**src/rtl/uart_pkg.sv**
```systemverilog
// Shared UART definitions: one-hot FSM encodings and parity constants.
// Used by both the transmit and receive paths.
package uart_pkg;

  localparam int S_IDLE  = 0;
  localparam int S_START = 1;
  localparam int S_DATA  = 2;
  localparam int S_PAR   = 3;
  localparam int S_STOP  = 4;
  localparam int S_GAP   = 5;

  typedef enum logic [5:0] {
    ST_IDLE  = 6'b000001,
    ST_START = 6'b000010,
    ST_DATA  = 6'b000100,
    ST_PAR   = 6'b001000,
    ST_STOP  = 6'b010000,
    ST_GAP   = 6'b100000
  } uart_state_e;

  localparam logic PARITY_EVEN = 1'b0;
  localparam logic PARITY_ODD  = 1'b1;

  function automatic logic parity_bit(
    input logic [7:0] d,
    input logic       m
  );
    return (^d) ^ (m == PARITY_ODD);
  endfunction

endpackage

```
**src/rtl/uart_tx_fifo.sv**
```systemverilog
// Byte FIFO for the UART transmitter.
// Pointers carry one extra wrap bit so full/empty need no extra state.
module uart_tx_fifo
  import uart_pkg::*;
#(
  parameter  int DEPTH = 16,
  localparam int AW    = $clog2(DEPTH)
) (
  input  logic        clk,
  input  logic        rst,
  input  logic        clr,
  input  logic        we,
  input  logic        re,
  input  logic [7:0]  wdata,
  output logic [7:0]  rdata,
  output logic        empty,
  output logic        full,
  output logic        over,
  output logic [AW:0] level
);

  logic [AW:0] wr_ptr;
  logic [AW:0] rd_ptr;
  logic [7:0]  mem [DEPTH];
  logic        do_rd;
  logic        do_wr;

  assign level = wr_ptr - rd_ptr;
  assign empty = (wr_ptr == rd_ptr);
  assign full  = (level == (AW+1)'(DEPTH));
  assign do_rd = re & ~empty;
  assign do_wr = we & (~full | do_rd);
  assign rdata = mem[rd_ptr[AW-1:0]];

  // Pointer update; clear wins over any same-cycle access.
  always_ff @(posedge clk or posedge rst) begin
    if (rst) begin
      wr_ptr <= '0;
      rd_ptr <= '0;
    end else if (clr) begin
      wr_ptr <= '0;
      rd_ptr <= '0;
    end else begin
      wr_ptr <= wr_ptr + (AW+1)'(do_wr);
      rd_ptr <= rd_ptr + (AW+1)'(do_rd);
    end
  end

  // Sticky overflow: a write to a full FIFO with no pop to make room.
  always_ff @(posedge clk or posedge rst) begin
    if (rst)
      over <= 1'b0;
    else if (clr)
      over <= 1'b0;
    else if (we & full & ~do_rd)
      over <= 1'b1;
  end

  // Storage array, no reset needed.
  always_ff @(posedge clk) begin
    if (do_wr & ~clr)
      mem[wr_ptr[AW-1:0]] <= wdata;
  end

endmodule

```
**src/rtl/uart_tx_core.sv**
```systemverilog
// UART transmitter: FIFO, frame FSM, shift register and parity.
// Optional inter-frame idle gap enabled by UART_TX_GAP_EN.
module uart_tx_core
  import uart_pkg::*;
#(
  parameter int DEPTH = 16
) (
  input  logic                   clk,
  input  logic                   rst,
  input  logic [7:0]             Data_i,
  input  logic                   n_We_i,
  input  logic                   n_Clr_i,
  input  logic                   p_Enable_i,
  input  logic                   p_ParityEnable_i,
  input  logic                   p_BigEnd_i,
  input  logic                   ParityMethod_i,
  input  logic                   BaudSig_i,
`ifdef UART_TX_GAP_EN
  input  logic [3:0]             GapBits_i,
`endif
  output logic                   Tx_o,
  output logic                   p_Empty_o,
  output logic                   p_Full_o,
  output logic                   p_Over_o,
  output logic [$clog2(DEPTH):0] TxFifoLevel_o,
  output logic                   p_Busy_o,
  output logic                   p_ByteSent_o
);

  uart_state_e state, state_n;
  logic [2:0]  cnt, cnt_n;
  logic [7:0]  shreg;
  logic [7:0]  head;
  logic        par_q, big_q, odd_q;
  logic        tx_n, sent_n, pop;
  logic        avail, go;
`ifdef UART_TX_GAP_EN
  logic [3:0]  gap_cnt, gap_n;
`endif

  uart_tx_fifo #(.DEPTH(DEPTH)) u_fifo (
    .clk   (clk),
    .rst   (rst),
    .clr   (~n_Clr_i),
    .we    (~n_We_i),
    .re    (pop),
    .wdata (Data_i),
    .rdata (head),
    .empty (p_Empty_o),
    .full  (p_Full_o),
    .over  (p_Over_o),
    .level (TxFifoLevel_o)
  );

  function automatic logic pick(input logic [2:0] c);
    return big_q ? shreg[3'd7 - c] : shreg[c];
  endfunction

  assign avail    = ~p_Empty_o & n_Clr_i;
  assign go       = p_Enable_i & avail;
  assign p_Busy_o = ~state[S_IDLE];

  // Next-state and next line value, evaluated on baud ticks only.
  always_comb begin
    state_n = state;
    tx_n    = Tx_o;
    cnt_n   = cnt;
    sent_n  = 1'b0;
    pop     = 1'b0;
`ifdef UART_TX_GAP_EN
    gap_n   = gap_cnt;
`endif
    if (BaudSig_i) begin
      unique case (1'b1)
        state[S_IDLE]: begin
          if (go) begin
            state_n = ST_START;
            tx_n    = 1'b0;
            pop     = 1'b1;
          end
        end
        state[S_START]: begin
          state_n = ST_DATA;
          tx_n    = pick(3'd0);
          cnt_n   = 3'd0;
        end
        state[S_DATA]: begin
          if (cnt == 3'd7) begin
            if (par_q) begin
              state_n = ST_PAR;
              tx_n    = parity_bit(shreg, odd_q);
            end else begin
              state_n = ST_STOP;
              tx_n    = 1'b1;
            end
          end else begin
            tx_n  = pick(cnt + 3'd1);
            cnt_n = cnt + 3'd1;
          end
        end
        state[S_PAR]: begin
          state_n = ST_STOP;
          tx_n    = 1'b1;
        end
        state[S_STOP]: begin
          sent_n  = 1'b1;
          tx_n    = 1'b1;
          state_n = ST_IDLE;
`ifdef UART_TX_GAP_EN
          if (GapBits_i != 4'd0) begin
            state_n = ST_GAP;
            gap_n   = GapBits_i;
          end else
`endif
          if (go) begin
            state_n = ST_START;
            tx_n    = 1'b0;
            pop     = 1'b1;
          end
        end
`ifdef UART_TX_GAP_EN
        state[S_GAP]: begin
          tx_n = 1'b1;
          if (gap_cnt <= 4'd1) begin
            state_n = ST_IDLE;
            if (go) begin
              state_n = ST_START;
              tx_n    = 1'b0;
              pop     = 1'b1;
            end
          end else begin
            gap_n = gap_cnt - 4'd1;
          end
        end
`endif
        default: begin
          state_n = ST_IDLE;
          tx_n    = 1'b1;
        end
      endcase
    end
  end

  // State, line, and frame registers; settings latched at pop.
  always_ff @(posedge clk or posedge rst) begin
    if (rst) begin
      state        <= ST_IDLE;
      Tx_o         <= 1'b1;
      cnt          <= 3'd0;
      p_ByteSent_o <= 1'b0;
      shreg        <= 8'h00;
      par_q        <= 1'b0;
      big_q        <= 1'b0;
      odd_q        <= PARITY_EVEN;
`ifdef UART_TX_GAP_EN
      gap_cnt      <= 4'd0;
`endif
    end else begin
      state        <= state_n;
      Tx_o         <= tx_n;
      cnt          <= cnt_n;
      p_ByteSent_o <= sent_n;
`ifdef UART_TX_GAP_EN
      gap_cnt      <= gap_n;
`endif
      if (pop) begin
        shreg <= head;
        par_q <= p_ParityEnable_i;
        big_q <= p_BigEnd_i;
        odd_q <= ParityMethod_i;
      end
    end
  end

endmodule

```
**config.mk**
```make
export PLATFORM = sky130hd
export DESIGN_NAME = uart_tx_core
export DESIGN_NICKNAME = d
export VERILOG_FILES = /design/src/rtl/uart_pkg.sv /design/src/rtl/uart_tx_fifo.sv /design/src/rtl/uart_tx_core.sv
export SDC_FILE = /design/constraint.sdc
export NUM_CORES = 1
export LEC_CHECK = 0
export ABC_AREA = 1
export CAP_MARGIN = 0
export CORE_ASPECT_RATIO = 1.4
export CORE_MARGIN = 5
export CORE_UTILIZATION = 47
export DETAILED_ROUTE_END_ITERATION = 10
export GPL_TIMING_DRIVEN = 0
export SYNTH_ARGS = -nofsm -noshare
export SYNTH_HDL_FRONTEND = slang
export SYNTH_HIERARCHICAL = 1
export SYNTH_SLANG_ARGS = --single-unit
```
**constraint.sdc**
```tcl
create_clock -name clk -period 3.65 [get_ports clk]
set_input_delay 0.5475 -clock clk [delete_from_list [all_inputs] [get_ports clk]]
set_output_delay 0.5475 -clock clk [all_outputs]
set_load 0.05 [all_outputs]
```
==> impl_metrics.csv <==
group,metric,value,unit
sta,fmax,291,MHz
grt,overflow,0,
clock_tree,clk_pin_slew,60,ps
outcome,outcome,"complete, no violations",
grt,gr-usage-met2,36.9,%
clock_tree,htree_num_levels,4,
power_and_ir_drop,powerDensity,570,nW/um2
floorplanning,rows,53,
sta,rsz0062_at_grt,"false",
sta,hold_viol,0,
grt,use_met3,4.53,%
clock_tree,numCtsBuffers,17,
setup_path,critPathTopFamily,"buffers and inverters",
detailed_routing,wl,17200,um
setup_path,cp.arrival,2890,ps
logic_synthesis,seq_area_frac_synth,64.3,%
grt,grt_pass1_wl,27200,um
sta,worst_hold_slack,463,ps
sta,clock_skew,13.5,ps
setup_path,r2r_slack,220,ps
setup_path,crit_buf_inv,3,
setup_path,worst_setup_path_start_kind,"flip-flop",
floorplanning,num_io_pins,28,
setup_path,cp.required,3100,ps
grt,grt_util_met1,21.9,%
grt,grt-busiest-layer,"met2",
placed_design,place_area,7740,um2
placed_design,globalplace.congestion,0.863,
logic_synthesis,synthesis.nets,725,
detailed_routing,vias,5050,
grt,grt_use_total,20.2,%
logic_synthesis,synthDistinctLibCells,41,
final_layout,final_cell_area,8420,um2
clock_tree,cts_tree,"built",
setup_path,cp-end-kind,"output pin",
placed_design,dp_hpwl,12300,um
setup_path,criticalPathCategory,"reg -> out",
detailed_routing,ant_nets,0,
clock_tree,clk_latency,430,ps
grt,antenna_found_initial,0,
sta,period_minus_slack,3440,ps
sta,setup_violations,0,
floorplanning,start_util,48.0,%
power_and_ir_drop,peakVddDrop,0.306,mV
grt,grt_max_degree,22,
logic_synthesis,syn_area_per_cell,10.4,um2
final_layout,fin_util,56.0,%
clock_tree,cts_root_buf,"clkbuf_16",
detailed_routing,wl_per_cell,18.2,um
sta,slew_viol_final,0,
floorplanning,die_w,115,um
grt,grt_pass1_vias,5100,
placed_design,port_buffers,27,
detailed_routing,drt_iter0_drc,257,
floorplanning,core-area,15100,um2
clock_tree,cts_sinks,160,
setup_path,path_cells,"inv_1, clkbuf_4, ha_1, nand4_1, nor2_1, clkdlybuf4s50_1",
detailed_routing,first_pass_iters,4,
power_and_ir_drop,finalPower,4.80,mW
final_layout,diodes,0,
placed_design,dp.cells,916,
clock_tree,cts_buffer_depth,2,
setup_path,max_stage_delay,850,ps
detailed_routing,via_per_inst,5.33,
logic_synthesis,synth_cells,697,
final_layout,instances_no_fill,948,
logic_synthesis,synth_seq_cells,160,
logic_synthesis,yosys_warnings,6,
detailed_routing,post-route-drc-count,0,
sta,tightest_slew,846,ps
logic_synthesis,syn-cell-area,7230,um2
final_layout,final_layout_size_suffix_gt1_share,11.2,%
worst_hold_path,min_path_type,"in -> async",
floorplanning,dieArea,18000,um2
final_layout,final_nets,771,
power_and_ir_drop,power_leakage,3.18,nW
setup_path,crit_path_top_delay_cell,"clkdlybuf4s50_1",
final_layout,syn_to_final_growth,16.6,%
floorplanning,fp.dieH,157,um
sta,period_share,94.2,%
run,maxCapViolations,0,
setup_path,crit_path_max_fanout,10,
clock_tree,cts_hold_buf,0,
sta,slew_headroom,43.5,%
==> timing repair <==
| action | in CTS | in global routing |
|---|---|---|
| gates resized for setup | 32 | 4 |
| endpoints found under the setup margin | 140 | 135 |
| pin swaps | 2 | 0 |
| setup buffers | 2 | 0 |
==> layer usage <==
layer,vias to the layer above,share of wire [%]
met3,43,3.7
met1,2417,39
li1,2466,-
met5,-,0
met2,124,54
met4,0,3.5
==> worst reg2reg max path, stage by stage, from the launching register on <==
cell and delay (ps):
dfrtp_2 500, inv_1 130, clkbuf_4 220, ha_1 360, nand4_1 140, nor2_1 90, nor2_4 170, inv_2 60
nor3_4 260, buf_6 180, o21ai_1 150, nand2_2 130, nand3_4 180, buf_8 250, nor2_4 280
==> power by group <==
group	internal (mW)	switching (mW)	total, mW
Combinational	0.334	0.588	0.922
Clock	0.903	0.772	1.68
Sequential	2.09	0.110	2.20
==> worst paths after layout <==
kind / startpoint / endpoint / depth (start not counted)
min: rst / u_fifo/wr_ptr[4] / 2
max reg2reg: u_fifo/rd_ptr[3] / u_fifo/mem[5][4] / 14
min in group clk: u_fifo/wr_ptr[4] / u_fifo/wr_ptr[4] / 1
max: u_fifo/rd_ptr[3] / p_Empty_o / 6
min reg2reg: u_fifo/wr_ptr[4] / u_fifo/wr_ptr[4] / 1
max in group asynchronous: rst / state[4] / 2
==> cell families (layout without fill, tap and decap cells) <==
| family | Yosys count | after routing | share of synthesized area [%] |
|---|---|---|---|
| buf+inv | 108 | 167 | 6.13 |
| flops | 160 | 160 | 64.3 |
| fa+ha+maj | 11 | 11 | 2.01 |
| compound gates | 122 | 122 | 9.97 |
| simple gates | 292 | 292 | 17.1 |
| xor+xnor | 4 | 4 | 0.485 |
==> stage by stage <==
step	worst slack, ps	setup TNS, ps
floorplan	72.4	0
global placement	-740	-80410
CTS	0.659	0
detailed placement	-734	-82990
finish	210	0
global route	0.0719	0
==> flip-flops by register name, indices dropped and copies added, names as in the netlist <==
| register | cells |
|---|---|
| u_fifo/mem | 128 |
| shreg | 8 |
| state | 5 |
| u_fifo/rd_ptr | 5 |
| u_fifo/wr_ptr | 5 |
| cnt | 3 |
| Tx_o | 1 |
| big_q | 1 |
| odd_q | 1 |
| p_ByteSent_o | 1 |
| par_q | 1 |
| u_fifo/over | 1 |
==> cells in the mapped netlist <==
cell type	n	share of area [%]
nand3_4	1	0.24
o221ai_1	1	0.12
inv_2	3	0.16
xor2_1	2	0.24
nand2_2	2	0.17
a21oi_2	1	0.12
buf_6	1	0.16
ha_1	10	1.7
a31oi_1	1	0.087
buf_8	1	0.21
xnor2_1	2	0.24
nor2_1	68	3.5
nor3_4	1	0.23
edfxtp_1	128	53
clkbuf_1	12	0.62
nand2_1	166	8.6
nand4_1	1	0.087
buf_2	6	0.42
nor3_2	1	0.14
o21ai_0	62	4.3
clkbuf_2	1	0.069
dfrtp_1	30	10
nor3_1	3	0.21
clkinv_1	1	0.052
nand3_2	4	0.55
buf_4	2	0.21
or2_0	1	0.087
nor2_2	4	0.35
nor2_4	1	0.16
nand3_1	38	2.6
a21boi_0	1	0.10
inv_1	77	4.0
a21oi_1	23	1.6
o2111ai_1	15	1.8
dfstp_2	2	0.73
o22ai_1	2	0.17
buf_1	3	0.16
or2_2	1	0.087
o211ai_1	16	1.7
inv_4	1	0.087
fa_1	1	0.28
==> layout make-up <==
class	instances	area (um2)
plain buffers	24	129
clock buffers	17	425
clock inverters	15	138
fillers	1299	6630
inverters	82	313
multi-input cells	429	2230
flip-flops and latches	160	4650
well taps	192	240
repair buffers	29	297
==> cell usage in the layout, fill, tap and decap left out, types with 2 or more instances in the layout <==
cell type          n
dfstp_2            2
clkinvlp_4         3
nor2_2             7
o2111ai_1         15
o211ai_1          16
clkbuf_16         17
nor3_1             3
clkdlybuf4s50_1   26
nor2_1            53
inv_6              7
o21ai_0           61
nor2_4            13
xnor2_1            2
buf_1              3
o22ai_1            2
inv_4              2
ha_1              10
inv_2              3
nand3_2            4
nand2_1          166
edfxtp_1         128
nand2_2            2
a21oi_1           23
clkbuf_1           9
buf_2              6
nand3_1           38
dfrtp_1           29
inv_8              4
xor2_1             2
buf_4              3
inv_1             77
(Power assumes the default switching activity.)
